$ cat config.mk
export PLATFORM = sky130hd
export DESIGN_NAME = swmem_bank_ctrl
export DESIGN_NICKNAME = d
export VERILOG_FILES = /design/src/rtl/swmem_pkg.sv /design/src/rtl/swmem_act_timer.sv /design/src/rtl/swmem_bank_ctrl.sv
export SDC_FILE = /design/constraint.sdc
export NUM_CORES = 1
export LEC_CHECK = 0
export ABC_AREA = 1
export BUFFER_PORTS_ARGS = -buffer_cell sky130_fd_sc_hd__buf_4
export CAP_MARGIN = 40
export CORE_MARGIN = 2
export CORE_UTILIZATION = 50
export DETAILED_ROUTE_END_ITERATION = 7
export PLACE_DENSITY = 0.74
export SETUP_SLACK_MARGIN = 0.3
export SLEW_MARGIN = 20
export SYNTH_ARGS = -nofsm -noshare
export SYNTH_HDL_FRONTEND = slang
export SYNTH_SLANG_ARGS = --single-unit
$ cat constraint.sdc
create_clock -name clk_sys -period 7.63 [get_ports clk_sys]
set_input_delay 1.526 -clock clk_sys [delete_from_list [all_inputs] [get_ports clk_sys]]
set_output_delay 1.526 -clock clk_sys [all_outputs]
set_load 0.02 [all_outputs]
$ cat src/rtl/swmem_pkg.sv
// Shared types and the power-on bank map for the sideways ROM/RAM controller.
// Entry layout is {valid, is_ram, wp, phys[5:0]}.
package swmem_pkg;

    typedef struct packed {
        logic       valid;
        logic       is_ram;
        logic       wp;
        logic [5:0] phys;
    } bank_entry_t;

    typedef enum logic [1:0] {
        LOAD_WAIT,
        IDLE,
        LOAD,
        FLUSH
    } state_t;

    typedef enum logic [1:0] {
        SRC_NONE,
        SRC_ROM,
        SRC_RAM
    } src_t;

    localparam int DEF_BANKS = 16;

    typedef bank_entry_t [DEF_BANKS-1:0] bank_map_t;

    // Logical 0-7 -> RAM 0-7, logical 8-14 -> ROM 0-6, 15 unused.
    function automatic bank_entry_t default_entry(input int idx);
        bank_entry_t e;
        e = '0;
        if (idx < 8) begin
            e.valid  = 1'b1;
            e.is_ram = 1'b1;
            e.phys   = 6'(idx);
        end else if (idx < 15) begin
            e.valid = 1'b1;
            e.phys  = 6'(idx - 8);
        end
        return e;
    endfunction

    function automatic bank_map_t build_default_map();
        bank_map_t m;
        for (int i = 0; i < DEF_BANKS; i++) begin
            m[i] = default_entry(i);
        end
        return m;
    endfunction

    localparam bank_map_t DEFAULT_MAP = build_default_map();

    function automatic bank_entry_t reset_entry(input int idx);
        bank_entry_t e;
        e = '0;
        if (idx < DEF_BANKS) begin
            e = DEFAULT_MAP[idx[3:0]];
        end
        return e;
    endfunction

endpackage

$ cat src/rtl/swmem_act_timer.sv
// Activity stretcher: high while fewer than ACT_TIMEOUT cycles have passed
// since the last memory write or CPU address change.
module swmem_act_timer #(
    parameter int ACT_TIMEOUT = 2000000,
    parameter int AW          = 18
) (
    input  logic          clk_sys,
    input  logic          reset,
    input  logic [AW-1:0] addr,
    input  logic          pulse,
    output logic          activity
);

    localparam int CW = $clog2(ACT_TIMEOUT + 1);
    localparam logic [CW-1:0] TMAX = CW'(ACT_TIMEOUT);

    logic [AW-1:0] addr_q;
    logic [CW-1:0] cnt;

    always_ff @(posedge clk_sys or posedge reset) begin
        if (reset) begin
            addr_q <= '0;
            cnt    <= TMAX;
        end else begin
            addr_q <= addr;
            if (pulse || addr != addr_q) begin
                cnt <= '0;
            end else if (cnt < TMAX) begin
                cnt <= cnt + 1'b1;
            end
        end
    end

    assign activity = (cnt < TMAX);

endmodule

$ cat src/rtl/swmem_bank_ctrl.sv
// Sideways ROM/RAM bank controller with loadable map, write protect and
// HPS ROM download. Define SWMEM_ACT_LED_EN to build the activity timer.
module swmem_bank_ctrl
    import swmem_pkg::*;
#(
    parameter int NUM_BANKS   = 16,
    parameter int BANK_AW     = 14,
    parameter int ROM_BANKS   = 7,
    parameter int RAM_BANKS   = 8,
    parameter int ACT_TIMEOUT = 2000000
) (
    input  logic                                      clk_sys,
    input  logic                                      reset,
    input  logic [$clog2(NUM_BANKS)+BANK_AW-1:0]      cpu_addr,
    input  logic                                      cpu_we_n,
    input  logic [7:0]                                cpu_din,
    output logic [7:0]                                cpu_dout,
    output logic                                      cpu_hold,
    input  logic                                      map_wr,
    input  logic [$clog2(NUM_BANKS)-1:0]              map_idx,
    input  bank_entry_t                               map_entry,
    input  logic                                      ioctl_download,
    input  logic                                      ioctl_wr,
    input  logic [24:0]                               ioctl_addr,
    input  logic [7:0]                                ioctl_dout,
    output logic [$clog2(ROM_BANKS)+BANK_AW-1:0]      rom_addr,
    output logic [7:0]                                rom_din,
    output logic                                      rom_we,
    input  logic [7:0]                                rom_q,
    output logic [$clog2(RAM_BANKS)+BANK_AW-1:0]      ram_addr,
    output logic [7:0]                                ram_din,
    output logic                                      ram_we,
    input  logic [7:0]                                ram_q,
    output logic                                      wp_fault,
    output logic                                      load_ovf,
    output logic                                      activity
);

    localparam int BW     = $clog2(NUM_BANKS);
    localparam int RBW    = $clog2(ROM_BANKS);
    localparam int MBW    = $clog2(RAM_BANKS);
    localparam int ROM_AW = RBW + BANK_AW;
    localparam logic [24:0] ROM_DEPTH = 25'(ROM_BANKS) << BANK_AW;

    state_t            state, state_n;
    logic              cnt, cnt_n;
    bank_entry_t       map_q [NUM_BANKS];
    bank_entry_t       ent;
    logic [BW-1:0]     lbank;
    logic [BANK_AW-1:0] off;
    logic              rom_hit, ram_hit, wr_ok, wr_fall;
    logic              old_we;
    logic              ioctl_in;
    src_t              src, src_q;

    assign lbank    = cpu_addr[BW+BANK_AW-1:BANK_AW];
    assign off      = cpu_addr[BANK_AW-1:0];
    assign ent      = map_q[lbank];
    assign rom_hit  = ent.valid && !ent.is_ram
                      && (ent.phys < 6'(ROM_BANKS));
    assign ram_hit  = ent.valid && ent.is_ram
                      && (ent.phys < 6'(RAM_BANKS));
    assign wr_ok    = ram_hit && !ent.wp;
    assign wr_fall  = old_we && !cpu_we_n;
    assign ioctl_in = (ioctl_addr < ROM_DEPTH);

    always_ff @(posedge clk_sys or posedge reset) begin
        if (reset) begin
            state <= LOAD_WAIT;
            cnt   <= 1'b0;
        end else begin
            state <= state_n;
            cnt   <= cnt_n;
        end
    end

    // cnt counts quiet cycles in LOAD_WAIT and dwell cycles in FLUSH.
    always_comb begin
        state_n = state;
        cnt_n   = 1'b0;
        unique case (state)
            LOAD_WAIT: begin
                if (!ioctl_download) begin
                    if (cnt) state_n = IDLE;
                    else     cnt_n   = 1'b1;
                end
            end
            IDLE: begin
                if (ioctl_download) state_n = LOAD;
            end
            LOAD: begin
                if (!ioctl_download) state_n = FLUSH;
            end
            FLUSH: begin
                if (cnt) state_n = IDLE;
                else     cnt_n   = 1'b1;
            end
        endcase
    end

    always_comb begin
        rom_addr = '0;
        rom_din  = '0;
        rom_we   = 1'b0;
        ram_addr = '0;
        ram_din  = '0;
        ram_we   = 1'b0;
        wp_fault = 1'b0;
        src      = SRC_NONE;
        unique case (state)
            LOAD: begin
                rom_addr = ioctl_addr[ROM_AW-1:0];
                rom_din  = ioctl_dout;
                rom_we   = ioctl_wr && ioctl_in;
            end
            IDLE: begin
                rom_addr = {ent.phys[RBW-1:0], off};
                ram_addr = {ent.phys[MBW-1:0], off};
                ram_din  = cpu_din;
                ram_we   = wr_fall && wr_ok;
                wp_fault = wr_fall && !wr_ok;
                if (rom_hit)      src = SRC_ROM;
                else if (ram_hit) src = SRC_RAM;
            end
            default: ;
        endcase
    end

    always_ff @(posedge clk_sys or posedge reset) begin
        if (reset) begin
            old_we   <= 1'b1;
            cpu_hold <= 1'b1;
            src_q    <= SRC_NONE;
            cpu_dout <= '0;
            load_ovf <= 1'b0;
        end else begin
            old_we   <= cpu_we_n;
            cpu_hold <= (state != IDLE);
            src_q    <= src;
            if (state != IDLE) begin
                cpu_dout <= '0;
            end else begin
                unique case (src_q)
                    SRC_ROM: cpu_dout <= rom_q;
                    SRC_RAM: cpu_dout <= ram_q;
                    default: cpu_dout <= '0;
                endcase
            end
            if (state == IDLE && state_n == LOAD) begin
                load_ovf <= 1'b0;
            end else if (state == LOAD && ioctl_wr && !ioctl_in) begin
                load_ovf <= 1'b1;
            end
        end
    end

    // Plain register array so the whole map resets to its boot layout.
    always_ff @(posedge clk_sys or posedge reset) begin
        if (reset) begin
            for (int i = 0; i < NUM_BANKS; i++) begin
                map_q[i] <= reset_entry(i);
            end
        end else if (map_wr) begin
            map_q[map_idx] <= map_entry;
        end
    end

`ifdef SWMEM_ACT_LED_EN
    swmem_act_timer #(
        .ACT_TIMEOUT (ACT_TIMEOUT),
        .AW          (BW + BANK_AW)
    ) u_act (
        .clk_sys  (clk_sys),
        .reset    (reset),
        .addr     (cpu_addr),
        .pulse    (ram_we | rom_we),
        .activity (activity)
    );
`else
    logic unused_act;
    assign unused_act = ACT_TIMEOUT[0];
    assign activity   = 1'b0;
`endif

endmodule
After elaboration in Yosys (flattened, before gate mapping). Cells that the tools add are included.

Flip-flop bits (word level): 160. Input port bits: 94. Output and inout bits: 64. Word-level logic and storage cells: 134.

Order comparisons: 6. Eq/ne operators: 7. Mux-type cells: 28. Bitwise gates (word level): 2. Reduce and logical (&&, ||, !) cells: 20.

Operators by type and width (number): 144-bit bitwise mux (1); 9-bit binary-select mux with 4-bit select (1); 9-bit demux with 4-bit select (1); 17-bit one-hot mux with 2 select lines (1); 9-bit 2-to-1 mux (3); 25-bit by 17-bit < comparator with 1-bit output, second input constant (1); 8-bit 2-to-1 mux (3); 17-bit 2-to-1 mux (1); 8-bit one-hot mux with 2 select lines (1); 2-bit 2-to-1 mux (7); 1-bit logical AND (13); 5-bit >= comparator, second input constant (2); 4-bit inverter with 5-bit output (2); 2-bit == test, second input constant (4); 2-bit one-hot mux with 4 select lines (1); 1-bit 2-to-1 mux (7); 6-bit by 3-bit < comparator with 1-bit output, second input constant (1); 6-bit by 4-bit < comparator with 1-bit output, second input constant (1); 1-bit logical NOT (5); 5-bit by 1-bit < comparator with 1-bit output, second input constant (1); 2-bit by 1-bit == test with 1-bit output, second input constant (2); 2-bit logical NOT (1); 2-bit by 1-bit != test with 1-bit output, second input constant (1); 1-bit one-hot mux with 2 select lines (1); 2-bit nonzero test (1).

Logic depth before layout (Yosys ltp). Gate-level depths: netlist of run 1.

Word-level depth: 10. Depth in mapped cells: 13. Depth with buffers taken out: 11.

Least setup slack after synthesis of run 1. No wires, ideal clock.

Kind: input to output. Start: input cpu_addr[14]. End: output ram_we. Arrival time: 2673 ps. Data required time: 6104 ps. Setup slack: 3431 ps. Stages on the path: 13. Buffers on the path: 2. Cells stage by stage: buf_6 -> inv_6 -> buf_6 -> nand2_1 -> nand2_1 -> nand2_1 -> nand3_1 -> nand3_1 -> nand2_1 -> nand2_1 -> nor2_2 -> nand2_1 -> nor2_1.

Word-level cells in the longest chain between the ends: 9. Elaborated cells on any way between the ends: 11. Classes of those cells: order compare: 1; mux: 4; bitwise: 1; reduce/logical: 5.

RTL lines: start: declaration (line swmem_bank_ctrl.sv:14) `input logic [$clog2(NUM_BANKS)+BANK_AW-1:0] cpu_addr,`; 4-bit inverter with 5-bit output (implied by the code) (*) (line swmem_bank_ctrl.sv:58) `assign ent = map_q[lbank];`; 9-bit binary-select mux with 4-bit select (*) (line swmem_bank_ctrl.sv:58); 9-bit 2-to-1 mux (implied by the code) (*) (2 in series) (line swmem_bank_ctrl.sv:58); 6-bit by 4-bit < comparator with 1-bit output or 1-bit logical AND (tied branches) (line swmem_bank_ctrl.sv:62, swmem_bank_ctrl.sv:61); 1-bit logical AND (line swmem_bank_ctrl.sv:62) `&& (ent.phys < 6'(RAM_BANKS));`; 1-bit logical AND (*) (line swmem_bank_ctrl.sv:63) `assign wr_ok = ram_hit && !ent.wp;`; 1-bit logical AND (*) (line swmem_bank_ctrl.sv:120) `ram_we = wr_fall && wr_ok;`; 1-bit 2-to-1 mux (*) (line swmem_bank_ctrl.sv:110) `unique case (state)`; end: declaration (line swmem_bank_ctrl.sv:32) `output logic ram_we,`.

Every way passes the cells marked *; elsewhere a longest branch is shown, timed or not. The select of a mux whose other input is x is not followed.

Final worst setup path of run 1.
Start: input cpu_addr[14]. End: output wp_fault.

Word-level cells in the longest chain between the ends: 10. Elaborated cells on any way between the ends: 12. Classes of those cells: order compare: 1; mux: 4; bitwise: 1; reduce/logical: 6.

RTL lines: 4-bit inverter with 5-bit output (implied by the code) (*) (line swmem_bank_ctrl.sv:58); 9-bit binary-select mux with 4-bit select (*) (line swmem_bank_ctrl.sv:58); 9-bit 2-to-1 mux (implied by the code) (*) (2 in series) (line swmem_bank_ctrl.sv:58); 6-bit by 4-bit < comparator with 1-bit output or 1-bit logical AND (tied branches) (line swmem_bank_ctrl.sv:62, swmem_bank_ctrl.sv:61); 1-bit logical AND (line swmem_bank_ctrl.sv:62); 1-bit logical AND (*) (line swmem_bank_ctrl.sv:63); 1-bit logical NOT (*) (line swmem_bank_ctrl.sv:121) `wp_fault = wr_fall && !wr_ok;`; 1-bit logical AND (*) (line swmem_bank_ctrl.sv:121); 1-bit 2-to-1 mux (*) (line swmem_bank_ctrl.sv:110); end: declaration (line swmem_bank_ctrl.sv:34) `output logic wp_fault,`.

Marked as above.

==> results.md, run 1 <==
- Setup bufs post-CTS: 0
- Worst-Margin Slew: 0.668 ns
- HP Start: map_q[4]$_DFFE_PP0P_
- Max Slew Vio Count: 0
- Min Tclk post-route: 5.04 ns
- DP Area: 9040 um2
- Final worst slack: 2.59 ns
- Number of synthesized register bits: 160
- CP Capture Type: primary output
- CTS Sinks: 160
- Clk buf depth: 2
- Die W: 129 um
- Share of cells above drive strength 1: 23.4%
- Grt total ovfl: 0
- Rows: 45
- Pre-CTS setup slack: 2.60 ns
- DP HPWL: 13600 um
- Finished Cell Area: about 9700 um2
- Largest net degree at the start of global routing: 76
- RSZ-0062 raised after global routing: no
- Crit Reg-Reg Endpoint: load_ovf$_DFFE_PP0P_
- Leakage power: between 4 and 5 nW
- Sw power: 952 uW
- Initial antenna violation count: 0
- Number of port buffers: 156
- Worst R2R Path Depth: 7
- ANT cells: 0
- Average size of a mapped cell: 7.80 um2
- Crit start category: input port
- Total number of vias: 7009
- Clock Latency Late Sink: approximately 0.43 ns
- Hold worst-path end: map_q[4]$_DFFE_PP0P_
- Initial drt markers: 452
- Net count, final: ~1200
- Hold Vio Cnt, Final: 0
- Worst R2R Setup Slack: approximately 5.8 ns
- Register area share after synthesis: 51.9%
- Setup TNS: 0 ns
- Clock-pin slew on the worst setup and hold paths: 0.06 ns
- Syn Inst Count: 1004
- Synth-to-Final Area Change: 23.5%
- Clk_skew: around 0.0073 ns
- HP Class: register to register
- Arrival time at the worst endpoint: 3.52 ns
- Power density cells: 297 nW/um2
- R2r startpoint: state[0]$_DFF_PP0_
- Routability congestion estimate: between 0.8 and 0.9
- DR pass1 iterations: 5
- CP Max Fanout: 62
- Crit path kind: input port to primary output
- Htree depth: 4
- Final Cycle Share: about 66%
- Syn Std Cell Area: 7830 um2
- Finish-stage setup viols: 0
- # IOs: 158
- Rel. slew slack: 55.5%
- Antenna viol nets, final: 0
- Global-route wire length before repair: between 30000 and 40000 um
- Maxcap violations: 0
- Peak Freq: 0.198 GHz
- Hold depth: 2
- Drc violations: 0
- Sw Share: 33.2%
- Yosys Warn Count: 0
- Via density: 5.19
- Die area: about 17000 um2
- Initial core utilization: 51.3%
- Final core utilization: 63.4%
- Pint: 1.92 mW
- Root Driver: clkbuf_16
- Sequential share of power: 40.2%
- Worst EP required: 6.10 ns
- Vias in the first global route: 6514
- Chip height: around 130 um
- GRT Total Usage: 25.7%
- Net Count, Synth: 1106
- Clock power frac: 30.6%
- VDD IR max: 0.000149 V
- # resized after CTS: 0
- DR WL/cell: 15.4 um
- Outcome: finished clean
- CTS tree: done
- Distinct cells, synth: 31
- Core Area: 15300 um2
- CTS Buf Count: 17
- Total wire length: 20800 um
- Power share of the combinational group: between 20 and 30%
- CTS Hold Buffers Added: 0
==> stage by stage <==
| step | cells | power, mW | hold WS [ns] |
|---|---|---|---|
| floorplan | 1004 | 1.68 | 0.431 |
| global placement | 1316 | 1.98 | 0.460 |
| detailed placement | 1318 | 2.01 | 0.467 |
| CTS | 1350 | 2.89 | 0.478 |
| global route | 1350 | 3.04 | 0.491 |
| finish | 1350 | 2.87 | 0.478 |
==> cell usage after synthesis <==
master,instances,share of area [%]
dfrtp_1,114,36
ha_1,8,1.3
buf_6,5,0.72
clkinv_1,1,0.048
o211ai_1,3,0.29
buf_4,5,0.48
inv_6,1,0.11
dfstp_2,46,15
a31oi_1,1,0.080
or2_2,1,0.080
o21ai_1,3,0.19
nand3_2,4,0.51
a22oi_1,1,0.096
nand2_1,301,14
nor4_1,2,0.16
nand3_1,50,3.2
buf_1,7,0.34
nor3_1,3,0.19
inv_1,76,3.6
inv_2,1,0.048
nor2_2,10,0.80
nand2_2,13,1.0
clkbuf_1,28,1.3
a32oi_1,1,0.11
conb_1,1,0.048
clkbuf_2,2,0.13
a21oi_1,30,1.9
nor2_1,94,4.5
o21ai_0,180,12
buf_2,10,0.64
nand3b_1,2,0.19
==> routing by layer <==
layer	global-route usage (%)	routed length, um	up-vias
li1	-	-	3439
met1	35.5	9120	3253
met2	40.5	9480	281
met3	5.04	1640	36
met4	10.1	525	0
met5	0	0	-
==> cell families (layout without fill, tap and decap cells) <==
| kind of cell | after synthesis | in the layout | synth area share [%] |
|---|---|---|---|
| simple gates | 480 | 480 | 25.1 |
| compound gates | 219 | 219 | 14.2 |
| flops | 160 | 160 | 51.9 |
| buf+inv | 136 | 271 | 7.50 |
| fa+ha+maj | 8 | 8 | 1.28 |
| other cells | 1 | 1 | 0.0479 |
==> flip-flops by register name (all words and copies together) (netlist names) <==
register and count:
map_q 144, state 2, old_we 1, src_q 2
load_ovf 1, cpu_dout 8, cnt 1, cpu_hold 1
==> worst max-delay path by stage <==
| stage | from | end | slack [ns] | depth (start not counted) |
|---|---|---|---|---|
| 2_1_floorplan | reset | cnt$_DFF_PP0_ | 1.86 | 1 |
| 3_3_place_gp | cpu_addr[14] | wp_fault | 2.64 | 12 |
| 3_5_place_dp | cpu_addr[14] | wp_fault | 2.60 | 12 |
| 4_1_cts | cpu_addr[14] | wp_fault | 2.59 | 12 |
| 5_1_grt | cpu_addr[14] | ram_we | 2.39 | 12 |
| 6_report | cpu_addr[14] | wp_fault | 2.59 | 12 |
==> final cells by class <==
| cell class | instances | area (um2) |
|---|---|---|
| clock buffer | 27 | 566 |
| timing repair buffer | 160 | 1230 |
| fill | 1369 | 5590 |
| clock inverter | 5 | 61.3 |
| inverter | 79 | 307 |
| multi-input combinational | 708 | 3180 |
| sequential | 160 | 4060 |
| tap | 211 | 264 |
==> critical path, stage by stage <==
cell and delay, ns:
buf_4 0.51, inv_6 0.30, nand2_1 0.16, nand2_1 0.06, nand2_1 0.05, nand2_1 0.06
nand2_1 0.07, nand3_1 0.11, nand2_2 0.10, nor2_2 0.06, a21oi_1 0.24, buf_4 0.20
==> power by group through the flow <==
stage	clock, mW	combinational [mW]	sequential [mW]
detailed placement	0	0.844	1.16
global placement	0	0.820	1.16
finish	0.880	0.837	1.16
CTS	0.890	0.847	1.15
global route	0.925	0.940	1.18
floorplan	0	0.540	1.14
==> cell usage in the layout, fill, tap and decap left out, types with 4 or more instances in the layout <==
cell / n
buf_4: 158
ha_1: 8
nor2_1: 94
nand3_2: 4
dfrtp_1: 114
nand3_1: 50
nand2_2: 13
o21ai_0: 180
a21oi_1: 30
nand2_1: 301
inv_1: 75
clkbuf_8: 6
nor2_2: 10
clkbuf_16: 19
dfstp_2: 46
(Power assumes the default switching activity.)
==> run 2: changes to the inputs <==
==> constraint.sdc (replaced) <==
create_clock -name clk_sys -period 5.2 [get_ports clk_sys]
set_input_delay 1.04 -clock clk_sys [delete_from_list [all_inputs] [get_ports clk_sys]]
set_output_delay 1.04 -clock clk_sys [all_outputs]
set_load 0.02 [all_outputs]
==> run 2 against run 1 <==
Compared with the run above:
- die area did not move
- routed wire length rose by 0.87%
- first-iteration DRC count rose by 20%
- largest power group unchanged
==> results.md, run 2 (synthesis results as in run 1) <==
- Clock-pin slew on the worst setup and hold paths: 0.06 ns
- Worst R2R Setup Slack: 3.34 ns
- Hold Vio Cnt, Final: 0
- Clk buf depth: 2
- Final Cycle Share: 75.4%
- Global-route wire length before repair: 33200 um
- Antenna viol nets, final: 0
- Crit start category: input port
- Peak Freq: 0.255 GHz
- CP Capture Type: primary output
- DR pass1 iterations: 5
- Final core utilization: 63.1%
- Vias in the first global route: 6350
- Power density cells: 434 nW/um2
- Initial drt markers: roughly 540
- Multi-input gate area: 3180 um2
- Total number of vias: 7013
- Finish-stage setup viols: 0
- Routability congestion estimate: 0.834
- Largest net degree at the start of global routing: 161
- Pint: ~2.8 mW
- VDD IR max: 0.000240 V
- Sw power: 1.42 mW
- Synth-to-Final Area Change: 22.9%
- GRT Total Usage: 25.8%
- Share of cells above drive strength 1: 23.6%
- Number of flip-flops under the largest register name: 144
- Crit path kind: input port to primary output
- Most frequent cells in the layout: nand2_1 (301), o21ai_0 (180), buf_4 (158)
- Core Area: 15300 um2
- Outcome: finished clean
- Setup TNS: 0 ns
- Htree depth: 4
- Grt total ovfl: 0
- DR WL/cell: roughly 16 um
- Die area: 16700 um2
- # IOs: 158
- Total Power: 4.17 mW
- CTS Sinks: 160
- Max Used Layer: met4
- Filler Cells Inserted: 1355
- Die W: 129 um
- Biggest register: map_q
- Worst EP required: 4.16 ns
- Commonest non-fill, non-tap cell in the layout: nand2_1
- Chip height: around 130 um
- CP Max Fanout: 34
- Worst-Margin Slew: 0.851 ns
- Wire length on met3: approximately 1700 um
- Setup bufs post-CTS: 0
- Drc violations: 0
- Final worst slack: around 1.3 ns
- Total wire length: ~21000 um
- Sequential share of power: 40.7%
- Initial antenna violation count: 0
- ANT cells: 0
- Arrival time at the worst endpoint: 2.88 ns
- Number of port buffers: between 150 and 200
- Min Tclk post-route: slightly below 4 ns
- Net count, final: 1228
- Maxcap violations: 0
- Via density: 5.19
- Root Driver: clkbuf_16
- Clock Latency Late Sink: roughly 0.43 ns
- Power share of the combinational group: between 20% and 30%
- RSZ-0062 raised after global routing: no
- Clk_skew: ~0.0058 ns
- Register area: between 4000 and 5000 um2
- Rel. slew slack: 43.2%
- Max Slew Vio Count: 0
- Initial core utilization: 51.3%
- Rows: 45
- Leakage power: 4.84 nW
- Sw Share: 34.1%
- CTS Hold Buffers Added: 0
- CTS tree: done
- # resized after CTS: 0
- CTS Buf Count: 17
- DP HPWL: 13800 um
- WL met2: ~9500 um
- HP Class: register to register
- Met1 wire length: 9390 um
- Clock power frac: between 20% and 30%
- Pre-CTS setup slack: 1.33 ns
- Largest regs: map_q (144), cpu_dout (8)
## run 2: cell types whose count changed in the layout (fill, tap and decap cells not counted), moves of 2 or more
cell        previous run  this run
clkbuf_8               6         2
clkinv_2               0         4
clkinvlp_4             1         5
clkbuf_1               2         0
clkbuf_16             19        17
## run 2: path summary, 6_finish.rpt
kind	from	to	depth (start not counted)
min in group asynchronous	reset	map_q[49]$_DFFE_PP0P_	3
setup / recovery	cpu_addr[14]	wp_fault	9
hold / removal	cnt$_DFF_PP0_	cnt$_DFF_PP0_	1
max in group asynchronous	reset	map_q[8]$_DFFE_PP0P_	3
setup reg to reg	state[1]$_DFF_PP0_	cpu_dout[1]$_DFF_PP0_	6
hold reg to reg	cnt$_DFF_PP0_	cnt$_DFF_PP0_	1
## run 2: power by group through the flow
stage | clock network, mW | logic [mW] | registers [mW]
2_1_floorplan | 0 | 0.793 | 1.68
3_3_place_gp | 0 | 1.21 | 1.71
3_5_place_dp | 0 | 1.24 | 1.71
4_1_cts | 1.26 | 1.25 | 1.70
5_1_grt | 1.32 | 1.38 | 1.73
6_report | 1.24 | 1.23 | 1.70
## run 2: layout make-up
type / count / share of cell area [%]
Tap cell: 211 / 2.74
Clock inverter: 13 / 1.42
Inverter: 79 / 3.17
Sequential cell: 160 / 42.2
Multi-Input combinational cell: 708 / 33.1
Clock buffer: 19 / 4.71
Timing Repair Buffer: 160 / 12.7
## run 2: critical path, cell delays in order
cell,delay [ns]
buf_4,0.30
buf_4,0.41
o21ai_0,0.18
o21ai_0,0.24
nand2_1,0.10
nand3_1,0.09
nand2_1,0.06
a21oi_1,0.25
buf_4,0.20
## run 2: layer usage
layer / vias up / global-route usage [%]
met4: 0 / 7.93
met2: 294 / 40.1
li1: 3446 / -
met3: 23 / 5.45
met5: - / 0
met1: 3250 / 36.7
## run 2: through the flow
stage	cells	instance area, um2	hold slack, ns
after floorplan	1004	7830	0.431
after global placement	1317	9020	0.460
after detailed placement	1318	9030	0.468
after CTS	1350	9620	0.476
after global routing	1350	9620	0.485
final	1350	9620	0.483
